==> config.mk <==
export PLATFORM = sky130hd
export DESIGN_NAME = i2c_csr_sequencer
export DESIGN_NICKNAME = d
export VERILOG_FILES = /design/src/rtl/i2c_csr_sequencer.sv
export SDC_FILE = /design/constraint.sdc
export NUM_CORES = 1
export LEC_CHECK = 0
export CELL_PAD_IN_SITES_DETAIL_PLACEMENT = 0
export CELL_PAD_IN_SITES_GLOBAL_PLACEMENT = 1
export CORE_ASPECT_RATIO = 1.5
export CORE_UTILIZATION = 37
export CTS_CLUSTER_DIAMETER = 150
export CTS_CLUSTER_SIZE = 16
export DETAILED_ROUTE_END_ITERATION = 7
export PLACE_DENSITY_LB_ADDON = 0.1
export SYNTH_ARGS = -nofsm -noshare
export SYNTH_HDL_FRONTEND = slang
export SYNTH_SLANG_ARGS = --single-unit
==> constraint.sdc <==
create_clock -name clk -period 3 [get_ports clk]
set_input_delay 0.3 -clock clk [delete_from_list [all_inputs] [get_ports clk]]
set_output_delay 0.3 -clock clk [all_outputs]
set_load 0.03 [all_outputs]
==> src/rtl/i2c_csr_sequencer.sv <==
// i2c_csr_sequencer: turns one client command into the complete I2C controller CSR access sequence.
// Latency: 6 init writes after reset; per command 1+len TFR_CMD writes, STATUS polls, ISR read, RX pops or 3-write clean.
// Backpressure: cmd_ready only in IDLE after init; response held on rsp_valid until rsp_ready.
// Ports: clk/reset_n; cmd_* command in; rsp_* status/read data out; csr_* master port to the controller CSR slave.
// Optional feature: define I2C_SEQ_RETRY_EN to re-issue NACKed transfers up to RETRIES extra times.
module i2c_csr_sequencer #(
    parameter int MAX_BYTES    = 4,
    parameter int SCL_LOW_CNT  = 250,
    parameter int SCL_HIGH_CNT = 250,
    parameter int SDA_HOLD_CNT = 30,
    parameter int TIMEOUT_CYC  = 200000,
    parameter int RETRIES      = 2
) (
    input  logic                           clk,
    input  logic                           reset_n,
    input  logic                           cmd_valid,
    output logic                           cmd_ready,
    input  logic                           cmd_rnw,
    input  logic [6:0]                     cmd_taddr,
    input  logic [$clog2(MAX_BYTES+1)-1:0] cmd_len,
    input  logic [8*MAX_BYTES-1:0]         cmd_wdata,
    output logic                           rsp_valid,
    input  logic                           rsp_ready,
    output logic [1:0]                     rsp_status,
    output logic [8*MAX_BYTES-1:0]         rsp_rdata,
    output logic [3:0]                     csr_address,
    output logic                           csr_read,
    output logic                           csr_write,
    output logic [31:0]                    csr_writedata,
    input  logic [31:0]                    csr_readdata
);
    localparam int L  = $clog2(MAX_BYTES+1);
    localparam int IW = (L > 3) ? L : 3;
    localparam int TW = $clog2(TIMEOUT_CYC+1);
    localparam int RW = $clog2(RETRIES+2);
`ifdef I2C_SEQ_RETRY_EN
    localparam bit RETRY_EN = 1'b1;
`else
    localparam bit RETRY_EN = 1'b0;
`endif

    localparam logic [3:0] A_TFR = 4'h0, A_RX = 4'h1, A_CTRL = 4'h2, A_ISR = 4'h4;
    localparam logic [3:0] A_STAT = 4'h5, A_SCLL = 4'h8, A_SCLH = 4'h9, A_SDAH = 4'hA;
    localparam logic [1:0] ST_OK = 2'd0, ST_NACK = 2'd1, ST_ARB = 2'd2, ST_TMO = 2'd3;

    typedef enum logic [3:0] {
        S_INIT, S_IDLE, S_ADDR, S_DATA, S_POLL, S_POLL_CAP, S_CHK, S_CHK_CAP,
        S_RX, S_RX_CAP, S_CLEAN, S_RESP
    } state_t;

    state_t                 state, state_n;
    logic [IW-1:0]          idx, idx_n;
    logic [1:0]             st, st_n;
    logic                   live;           // low for the first cycle after reset so outputs stay 0 in reset
    logic                   accept, retry_inc, last;
    logic                   rnw_q;
    logic [6:0]             taddr_q;
    logic [L-1:0]           len_q;
    logic [8*MAX_BYTES-1:0] wdata_q, rdata_q;
    logic [TW-1:0]          tcnt;
    logic [RW-1:0]          retry_cnt;
    logic                   unused_rd;

    assign unused_rd  = ^csr_readdata[31:8];
    assign last       = (idx + IW'(1)) == IW'(len_q);
    assign rsp_status = st;
    assign rsp_rdata  = rdata_q;

    always_ff @(posedge clk or negedge reset_n) begin
        if (!reset_n) begin
            state <= S_INIT;
            idx   <= '0;
            st    <= ST_OK;
            live  <= 1'b0;
        end else begin
            state <= state_n;
            idx   <= idx_n;
            st    <= st_n;
            live  <= 1'b1;
        end
    end

    always_ff @(posedge clk or negedge reset_n) begin
        if (!reset_n) begin
            rnw_q     <= 1'b0;
            taddr_q   <= '0;
            len_q     <= '0;
            wdata_q   <= '0;
            rdata_q   <= '0;
            tcnt      <= '0;
            retry_cnt <= '0;
        end else begin
            if (accept) begin
                rnw_q     <= cmd_rnw;
                taddr_q   <= cmd_taddr;
                len_q     <= (cmd_len > L'(MAX_BYTES)) ? L'(MAX_BYTES) : cmd_len;
                wdata_q   <= cmd_wdata;
                rdata_q   <= '0;
                retry_cnt <= '0;
            end else if (retry_inc) begin
                retry_cnt <= retry_cnt + RW'(1);
            end
            if (state == S_RX_CAP)
                rdata_q[8*idx +: 8] <= csr_readdata[7:0];
            // Timeout counter runs only while polling and restarts on every POLL entry.
            if (state == S_POLL || state == S_POLL_CAP)
                tcnt <= tcnt + TW'(1);
            else
                tcnt <= '0;
        end
    end

    always_comb begin
        state_n       = state;
        idx_n         = idx;
        st_n          = st;
        accept        = 1'b0;
        retry_inc     = 1'b0;
        cmd_ready     = 1'b0;
        rsp_valid     = 1'b0;
        csr_address   = 4'h0;
        csr_read      = 1'b0;
        csr_write     = 1'b0;
        csr_writedata = 32'h0;
        case (state)
            S_INIT: begin
                if (live) begin
                    csr_write = 1'b1;
                    case (idx)
                        3'd0:    begin csr_address = A_CTRL; csr_writedata = 32'h0; end
                        3'd1:    begin csr_address = A_SCLL; csr_writedata = 32'(SCL_LOW_CNT); end
                        3'd2:    begin csr_address = A_SCLH; csr_writedata = 32'(SCL_HIGH_CNT); end
                        3'd3:    begin csr_address = A_SDAH; csr_writedata = 32'(SDA_HOLD_CNT); end
                        3'd4:    begin csr_address = A_ISR;  csr_writedata = 32'h1F; end
                        default: begin csr_address = A_CTRL; csr_writedata = 32'h1; end
                    endcase
                    if (idx == IW'(5)) begin
                        state_n = S_IDLE;
                        idx_n   = '0;
                    end else begin
                        idx_n = idx + IW'(1);
                    end
                end
            end
            S_IDLE: begin
                cmd_ready = 1'b1;
                if (cmd_valid) begin
                    accept  = 1'b1;
                    st_n    = ST_OK;
                    state_n = S_ADDR;
                end
            end
            S_ADDR: begin
                csr_write     = 1'b1;
                csr_address   = A_TFR;
                csr_writedata = {22'd0, 1'b1, (len_q == '0), taddr_q, rnw_q};
                idx_n         = '0;
                state_n       = (len_q == '0) ? S_POLL : S_DATA;
            end
            S_DATA: begin
                csr_write     = 1'b1;
                csr_address   = A_TFR;
                csr_writedata = {23'd0, last, rnw_q ? 8'h00 : wdata_q[8*idx +: 8]};
                if (last) begin
                    idx_n   = '0;
                    state_n = S_POLL;
                end else begin
                    idx_n = idx + IW'(1);
                end
            end
            S_POLL: begin
                csr_read    = 1'b1;
                csr_address = A_STAT;
                state_n     = S_POLL_CAP;
            end
            S_POLL_CAP: begin
                if (!csr_readdata[0]) begin
                    state_n = S_CHK;
                end else if (tcnt >= TW'(TIMEOUT_CYC - 1)) begin
                    st_n    = ST_TMO;
                    idx_n   = '0;
                    state_n = S_CLEAN;
                end else begin
                    state_n = S_POLL;
                end
            end
            S_CHK: begin
                csr_read    = 1'b1;
                csr_address = A_ISR;
                state_n     = S_CHK_CAP;
            end
            S_CHK_CAP: begin
                idx_n = '0;
                // Arbitration loss outranks NACK when both flags are set.
                if (csr_readdata[3]) begin
                    st_n    = ST_ARB;
                    state_n = S_CLEAN;
                end else if (csr_readdata[2]) begin
                    st_n    = ST_NACK;
                    state_n = S_CLEAN;
                end else begin
                    st_n    = ST_OK;
                    state_n = (rnw_q && len_q != '0) ? S_RX : S_RESP;
                end
            end
            S_RX: begin
                csr_read    = 1'b1;
                csr_address = A_RX;
                state_n     = S_RX_CAP;
            end
            S_RX_CAP: begin
                if (last) begin
                    idx_n   = '0;
                    state_n = S_RESP;
                end else begin
                    idx_n   = idx + IW'(1);
                    state_n = S_RX;
                end
            end
            S_CLEAN: begin
                // ISR clear, then a disable/enable pulse that flushes the controller FIFOs.
                csr_write   = 1'b1;
                csr_address = (idx == '0) ? A_ISR : A_CTRL;
                case (idx)
                    3'd0:    csr_writedata = 32'h1F;
                    3'd1:    csr_writedata = 32'h0;
                    default: csr_writedata = 32'h1;
                endcase
                if (idx == IW'(2)) begin
                    idx_n = '0;
                    if (RETRY_EN && st == ST_NACK && retry_cnt < RW'(RETRIES)) begin
                        retry_inc = 1'b1;
                        state_n   = S_ADDR;
                    end else begin
                        state_n = S_RESP;
                    end
                end else begin
                    idx_n = idx + IW'(1);
                end
            end
            S_RESP: begin
                rsp_valid = 1'b1;
                if (rsp_ready)
                    state_n = S_IDLE;
            end
            default: state_n = S_INIT;
        endcase
    end
endmodule

==> impl_metrics.toml, run 1 <==
[min_path]
hp-class = "input port to async pin"

[setup_path]
crit_fanout = 14
critical_setup_path_kind = "register to output port"
worst_ep_required_time_ps = 2700
critical_path.startpoint_type = "register"
timing.critical_path.arrival_ps = 2540
timing.critical_path.to_type = "output port"

[cts]
clock_tree_from_tritoncts = "yes"
clock_tree.htree_level_count = 3
holdBufCountCts = 0
clock-root-buffer = "sky130_fd_sc_hd__clkbuf_16"
tritoncts_buffer_count = 9
insertion_delay_ps = 350
cts_buffer_depth = 2
clkSlewWorstSetupHoldPaths_ps = 80
numClockSinks = 103

[placed_design]
numPortBuffers = 106
cells_after_dpl = 812
final_weighted_congestion_of_routability_driven_global_placement = 0.866
dpl.hpwl_mm = 9.82

[global_route]
grt_pass1_vias = 4046
grt_max_degree = 81
grt_pass1_wl_mm = 21.1
grtUsageTotal_pct = 18.2
antenna_found_initial = 0
globalRouteOverflowTotal = 0

[yosys]
post_synth_most_frequent_cells = "sky130_fd_sc_hd__dfrtp_1 (103), sky130_fd_sc_hd__nand2_1 (47), sky130_fd_sc_hd__mux2_2 (43), sky130_fd_sc_hd__nor2_1 (43), sky130_fd_sc_hd__nand3_1 (38)"
number_of_synthesized_register_bits = 103
netlist_instances = 522
synth_top_flop_cell = "sky130_fd_sc_hd__dfrtp_1"
synth_area_mm2 = 0.00550
area_share_of_the_leading_cell_type_in_the_synthesized_netlist_pct = 46.9
yosysMostFrequentCell = "sky130_fd_sc_hd__dfrtp_1"
synth-async-reset-ratio_pct = 100
synth_cell_types = 65
syn_avg_cell_area_um2 = 10.5
synth_top_cells_by_area = "sky130_fd_sc_hd__dfrtp_1 (47%), sky130_fd_sc_hd__mux2_2 (8.8%), sky130_fd_sc_hd__nand3_1 (3.5%), sky130_fd_sc_hd__mux4_2 (3.3%), sky130_fd_sc_hd__nand2_1 (3.2%)"
synth-edff-count = 0
synth-warning-count = 0
post-synth-top-area-cell = "sky130_fd_sc_hd__dfrtp_1"
yosysSeqAreaShare_pct = 46.9

[power_and_ir_drop]
max-vdd-ir-drop_uv = 396
power.density_mw_per_mm2 = 935
cellLeakagePower_uw = 0.00293
pwr_total_uw = 6530

[cells_and_area]
design.final.nets = 714
layout-drive-gt1-share_pct = 17.9
final_util_pct = 48.1
filler_cell_count = 1402
diodes_inserted = 0
synthToLayoutAreaGrowth_pct = 27.2
finish.cell_count_without_fillers = 828

[timing]
hold_viol = 0
fin_crit_sh_pct = 94.7
slew_headroom_pct = 31.4
setup-violations-final = 0
rsz0062_at_grt = "no"
setup_total_neg_slack_ps = 0
worst_clock_skew_ps = 11.4
final.min_clock_period_ps = 2840
worst_slew_pin_slew_ps = 1030
maxClockFrequency_mhz = 352
final_report_max_slew_violation_count = 0

[drt]
route.final.wire_length_mm = 13.1
num_vias = 4142
route.detailed.drc = 0
initialDrtViolationCount = 123
route.detailed.vias_per_inst = 5.00
detail-route-antenna-nets = 0
first_pass_iters = 5
routedWlPerCell_um = 15.9

[status]
status = "completed"

[floorplanning]
die_x_um = 102
rows = 54
fp.coreArea_mm2 = 0.0145
die_height_um = 151
initial_core_util_pct = 37.8
num_io_pins = 153
die_area_mm2 = 0.0154

[flow_run]
drv.max_cap_violation_count = 0
[logic make-up (layout without fill, tap and decap cells)]
logic type | count (synthesis) | count (layout) | share of synthesized area (%)
AOI/OAI and AO/OA | 90 | 90 | 10.7
xor gates and xnor gates | 19 | 19 | 3.03
adders and majority gates | 8 | 8 | 1.82
buffers and inverters | 70 | 159 | 7.83
DFF | 103 | 103 | 46.9
muxes | 56 | 56 | 13.4
other | 2 | 23 | 0.137
and+or+nand+nor | 174 | 174 | 16.2
[state kept, by name, summed over array words and instances, names as in the netlist]
signal and flops:
rsp_rdata 32, wdata_q 32, tcnt 18, taddr_q 7, state 4, idx 3
len_q 3, rsp_status 2, live 1, rnw_q 1
[report_power, final]
part           total (uW)  leakage [uW]  switching [uW]  internal [uW]
logic                3290       0.00147            1740           1550
clock network        1120      0.000132             539            577
registers            2130       0.00133             322           1810
total                6530       0.00293            2600           3930
[path summary, 6_finish.rpt]
path	startpoint	slack [ps]	depth (start not counted)	endpoint
worst max-delay path	state[1]	160	5	csr_writedata[2]
worst min-delay path	reset_n	120	1	rsp_rdata[29]
worst max register to register	idx[1]	580	8	state[0]
worst min register to register	rsp_rdata[29]	500	2	rsp_rdata[29]
max in group asynchronous	reset_n	2080	2	tcnt[9]
min in group clk	rsp_rdata[29]	500	2	rsp_rdata[29]
[layout by cell type (no fill, tap or decap), types with 3 or more instances in the layout]
cell type	instances
sky130_fd_sc_hd__ha_1	8
sky130_fd_sc_hd__a21oi_1	13
sky130_fd_sc_hd__dfrtp_1	103
sky130_fd_sc_hd__mux2_2	43
sky130_fd_sc_hd__nor4_1	3
sky130_fd_sc_hd__nor3_1	3
sky130_fd_sc_hd__buf_12	5
sky130_fd_sc_hd__nand4_1	6
sky130_fd_sc_hd__clkbuf_16	9
sky130_fd_sc_hd__nor4_4	3
sky130_fd_sc_hd__buf_4	25
sky130_fd_sc_hd__o21ai_1	16
sky130_fd_sc_hd__inv_1	19
sky130_fd_sc_hd__nor2_1	43
sky130_fd_sc_hd__o21ai_0	26
sky130_fd_sc_hd__a31oi_1	5
sky130_fd_sc_hd__nand2_1	46
sky130_fd_sc_hd__xnor2_1	6
sky130_fd_sc_hd__xor2_1	13
sky130_fd_sc_hd__conb_1	23
sky130_fd_sc_hd__nand2b_1	8
sky130_fd_sc_hd__mux4_2	8
sky130_fd_sc_hd__mux2_4	4
sky130_fd_sc_hd__a221o_1	6
sky130_fd_sc_hd__nand3_1	38
sky130_fd_sc_hd__clkdlybuf4s50_1	94
[final cells by class]
type / count / area [um^2] / area share [%]
Timing Repair Buffer: 124 / 1230 / 17.6
Clock inverter: 6 / 52.6 / 0.752
Inverter: 19 / 71.3 / 1.02
Clock buffer: 10 / 229 / 3.28
Multi-Input combinational cell: 370 / 2580 / 37.0
Sequential cell: 103 / 2580 / 36.9
Tap cell: 196 / 245 / 3.51
[routing by layer]
metal / global-route usage (%) / vias to the layer above / routed length [um]
li1: - / 2007 / -
met5: 0 / - / 0
met4: 8.19 / 0 / 331
met2: 32.3 / 118 / 6910
met3: 2.54 / 23 / 512
met1: 21.4 / 1994 / 5380
[stage by stage]
step                      instance area (um^2)  hold slack [ps]  setup WS, ps
after global routing                      6990              216          8.94
after floorplan                           5580             4.41           237
after CTS                                 6980              165          82.2
final                                     6990              121           158
after global placement                    6690              479           497
after detailed placement                  6690              489           454
[timing repair]
action / 4_1_cts / 5_1_grt
setup buffers: 0 / 0
gates resized for setup: 0 / 2
setup endpoints to repair: 0 / 4
hold endpoints to repair: 0 / 0
[worst max-delay path, cell delays in order (launching register included)]
cell and delay [ps]:
sky130_fd_sc_hd__dfrtp_1 540, sky130_fd_sc_hd__inv_1 270, sky130_fd_sc_hd__nand4_1 300, sky130_fd_sc_hd__o22a_1 290, sky130_fd_sc_hd__nand3_1 100, sky130_fd_sc_hd__clkdlybuf4s50_1 680
Note: power is estimated with default switching activity, not from simulation.
==> run 2: changes to the inputs <==
--- a/config.mk
+++ b/config.mk
@@ -8,10 +8,11 @@
 export CELL_PAD_IN_SITES_DETAIL_PLACEMENT = 0
 export CELL_PAD_IN_SITES_GLOBAL_PLACEMENT = 1
 export CORE_ASPECT_RATIO = 1.5
-export CORE_UTILIZATION = 37
+export CORE_UTILIZATION = 30
 export CTS_CLUSTER_DIAMETER = 150
 export CTS_CLUSTER_SIZE = 16
 export DETAILED_ROUTE_END_ITERATION = 7
+export DONT_BUFFER_PORTS = 1
 export PLACE_DENSITY_LB_ADDON = 0.1
 export SYNTH_ARGS = -nofsm -noshare
 export SYNTH_HDL_FRONTEND = slang
==> run 2 against run 1 <==
Utilization down 14 points. Register-to-register slack improved by 60 ps. Critical endpoint is now csr_writedata[8]. Count of clock-buffer cells in the layout shrank 1. Sequential cell count unchanged. Critical path depth rose by 3. First-iteration DRC count is 44% higher. Sequential power increased by 7%. Largest cell class unchanged. Sequential share of layout area is 5.3 points higher. Largest power group unchanged. Global-route usage fell by 2.3 points. Total power down 2.3%. Worst setup slack improved by 75 ps.
==> impl_metrics.toml, run 2 (synthesis gave the netlist of run 1 again) <==
[status]
status = "completed"

[setup_path]
crit_fanout = 9
timing.critical_path.to_type = "output port"
r2r-start = "idx[1]"
reg2reg_setup_slack_ps = 640
worst-r2r-cell-count = 7
worst_r2r_endpoint = "rsp_rdata[1]"
critical_path.startpoint_type = "register"
worst_ep_required_time_ps = 2700
critical_setup_path_kind = "register to output port"
timing.critical_path.arrival_ps = 2470

[power_and_ir_drop]
sequentialPowerShare_pct = 35.5
power.share.switching_pct = 42.0
max-vdd-ir-drop_uv = 423
power.density_mw_per_mm2 = 1040
power.combinational.fraction_pct = 45.1
cellLeakagePower_uw = 0.00261
switching_power_uw = 2680
internal_power_uw = 3700
pwr-share-clk_pct = 19.4

[global_route]
grt_pass1_wl_mm = 22.9
grtUsageTotal_pct = 15.9
grt_max_degree = 104
antenna_found_initial = 0
grt_pass1_vias = 4092
globalRouteOverflowTotal = 0

[timing]
rsz0062_at_grt = "no"
maxClockFrequency_mhz = 361
slew_headroom_pct = 37.8
setup_total_neg_slack_ps = 0
hold_viol = 0
worst_slew_pin_slew_ps = 925
final_report_max_slew_violation_count = 0
finalHoldWorstSlack_ps = 60.0
fin_crit_sh_pct = 92.2
setup-violations-final = 0
final.min_clock_period_ps = 2770
worst_clock_skew_ps = 9.59

[cells_and_area]
synthToLayoutAreaGrowth_pct = 11.2
filler_cell_count = 1844
design.final.nets = 619
diodes_inserted = 0
final_cell_mix = "sky130_fd_sc_hd__dfrtp_1 (103), sky130_fd_sc_hd__nand2_1 (46), sky130_fd_sc_hd__nor2_1 (43), sky130_fd_sc_hd__mux2_2 (43), sky130_fd_sc_hd__nand3_1 (38)"
layout.area.seq_mm2 = 0.00258
final_cell_area_mm2 = 0.00611
final_util_pct = 34.1
most_frequent_standard_cell_in_the_layout_excluding_fill_and_tap_cells = "sky130_fd_sc_hd__dfrtp_1"
area_taken_by_multi_input_logic_gates_mm2 = 0.00258
layout-drive-gt1-share_pct = 20.9

[cts]
holdBufCountCts = 2
cts_buffer_depth = 2
insertion_delay_ps = 360
clock-root-buffer = "sky130_fd_sc_hd__clkbuf_16"
clkSlewWorstSetupHoldPaths_ps = 80
clock_tree.htree_level_count = 3
cts-resized-gates = 0
numClockSinks = 103
clock_tree_from_tritoncts = "yes"
tritoncts_buffer_count = 9
post_cts_setup_buffer_count = 0

[placed_design]
dpl.hpwl_mm = 10.5
dpl_cell_area_mm2 = 0.00575
final_weighted_congestion_of_routability_driven_global_placement = 0.765
numPortBuffers = 0

[drt]
route.final.wire_length_mm = 14.4
routedWlPerCell_um = 19.0
initialDrtViolationCount = 177
route.detailed.vias_per_inst = 5.10
route.detailed.drc = 0
num_vias = 3849
detail-route-antenna-nets = 0
first_pass_iters = 4

[floorplanning]
initial_core_util_pct = 30.6
rows = 60
die_height_um = 168
die_x_um = 113
die_area_mm2 = 0.0189
num_io_pins = 153
fp.coreArea_mm2 = 0.0179

[flow_run]
drv.max_cap_violation_count = 0

[min_path]
whs_endpoint = "rsp_rdata[17]"
worstHoldPathCells = 2
holdCritStartpoint = "csr_readdata[1]"
hp-class = "input port to register"
[run 2: critical path, cell delays in order (launching register included)]
cell and delay [ps]:
sky130_fd_sc_hd__dfrtp_1 520, sky130_fd_sc_hd__ha_1 250, sky130_fd_sc_hd__ha_1 310, sky130_fd_sc_hd__xor2_1 250, sky130_fd_sc_hd__nand3_1 240, sky130_fd_sc_hd__nor2_1 140
sky130_fd_sc_hd__nor2_1 50, sky130_fd_sc_hd__nor2_1 160, sky130_fd_sc_hd__buf_4 200
[run 2: stage by stage]
stage / power [uW] / std cells / worst slack (ps)
5_1_grt: 6820 / 754 / 39.5
3_3_place_gp: 5140 / 736 / 583
4_1_cts: 6480 / 754 / 216
3_5_place_dp: 5180 / 736 / 566
6_report: 6380 / 754 / 233
2_1_floorplan: 4430 / 543 / 237
[run 2: power by group through the flow]
stage | Clock (uW) | Combinational (uW) | Sequential, uW
after floorplan | 0 | 2280 | 2150
after global placement | 0 | 2860 | 2280
after detailed placement | 0 | 2880 | 2300
after CTS | 1290 | 2920 | 2270
after global routing | 1340 | 3150 | 2330
final | 1240 | 2880 | 2270
[run 2: how the worst max path moves through the flow]
stage,from,to,slack [ps],cells past startpoint
floorplan,idx[0],csr_address[0],240,7
global placement,idx[1],rsp_rdata[2],580,7
detailed placement,idx[1],rsp_rdata[1],570,7
CTS,idx[1],csr_writedata[8],220,8
global route,idx[1],csr_writedata[8],40,8
finish,idx[1],csr_writedata[8],230,8
[run 2: layout make-up]
class                      instances  area share, %
tap                              217           4.44
sequential                       103           42.2
inverter                          19           1.17
multi-input combinational        370           42.2
clock inverter                     7           1.58
timing repair buffer              29           4.75
clock buffer                       9           3.68
[run 2: per-layer routing]
metal / global-route usage, % / wire [um] / up-vias
met4: 5.57 / 257 / 0
met5: 0 / 0 / -
met2: 28.5 / 7620 / 116
li1: - / - / 1822
met1: 18.4 / 5740 / 1894
met3: 3.82 / 737 / 17
==> run 3: changes to the inputs <==
--- a/config.mk
+++ b/config.mk
@@ -14,6 +14,7 @@
 export DETAILED_ROUTE_END_ITERATION = 7
 export DONT_BUFFER_PORTS = 1
 export PLACE_DENSITY_LB_ADDON = 0.1
+export SLEW_MARGIN = 20
 export SYNTH_ARGS = -nofsm -noshare
 export SYNTH_HDL_FRONTEND = slang
 export SYNTH_SLANG_ARGS = --single-unit
==> results of run 3 <==
The final DEF is identical to that of run 2; final timing and power are the same.
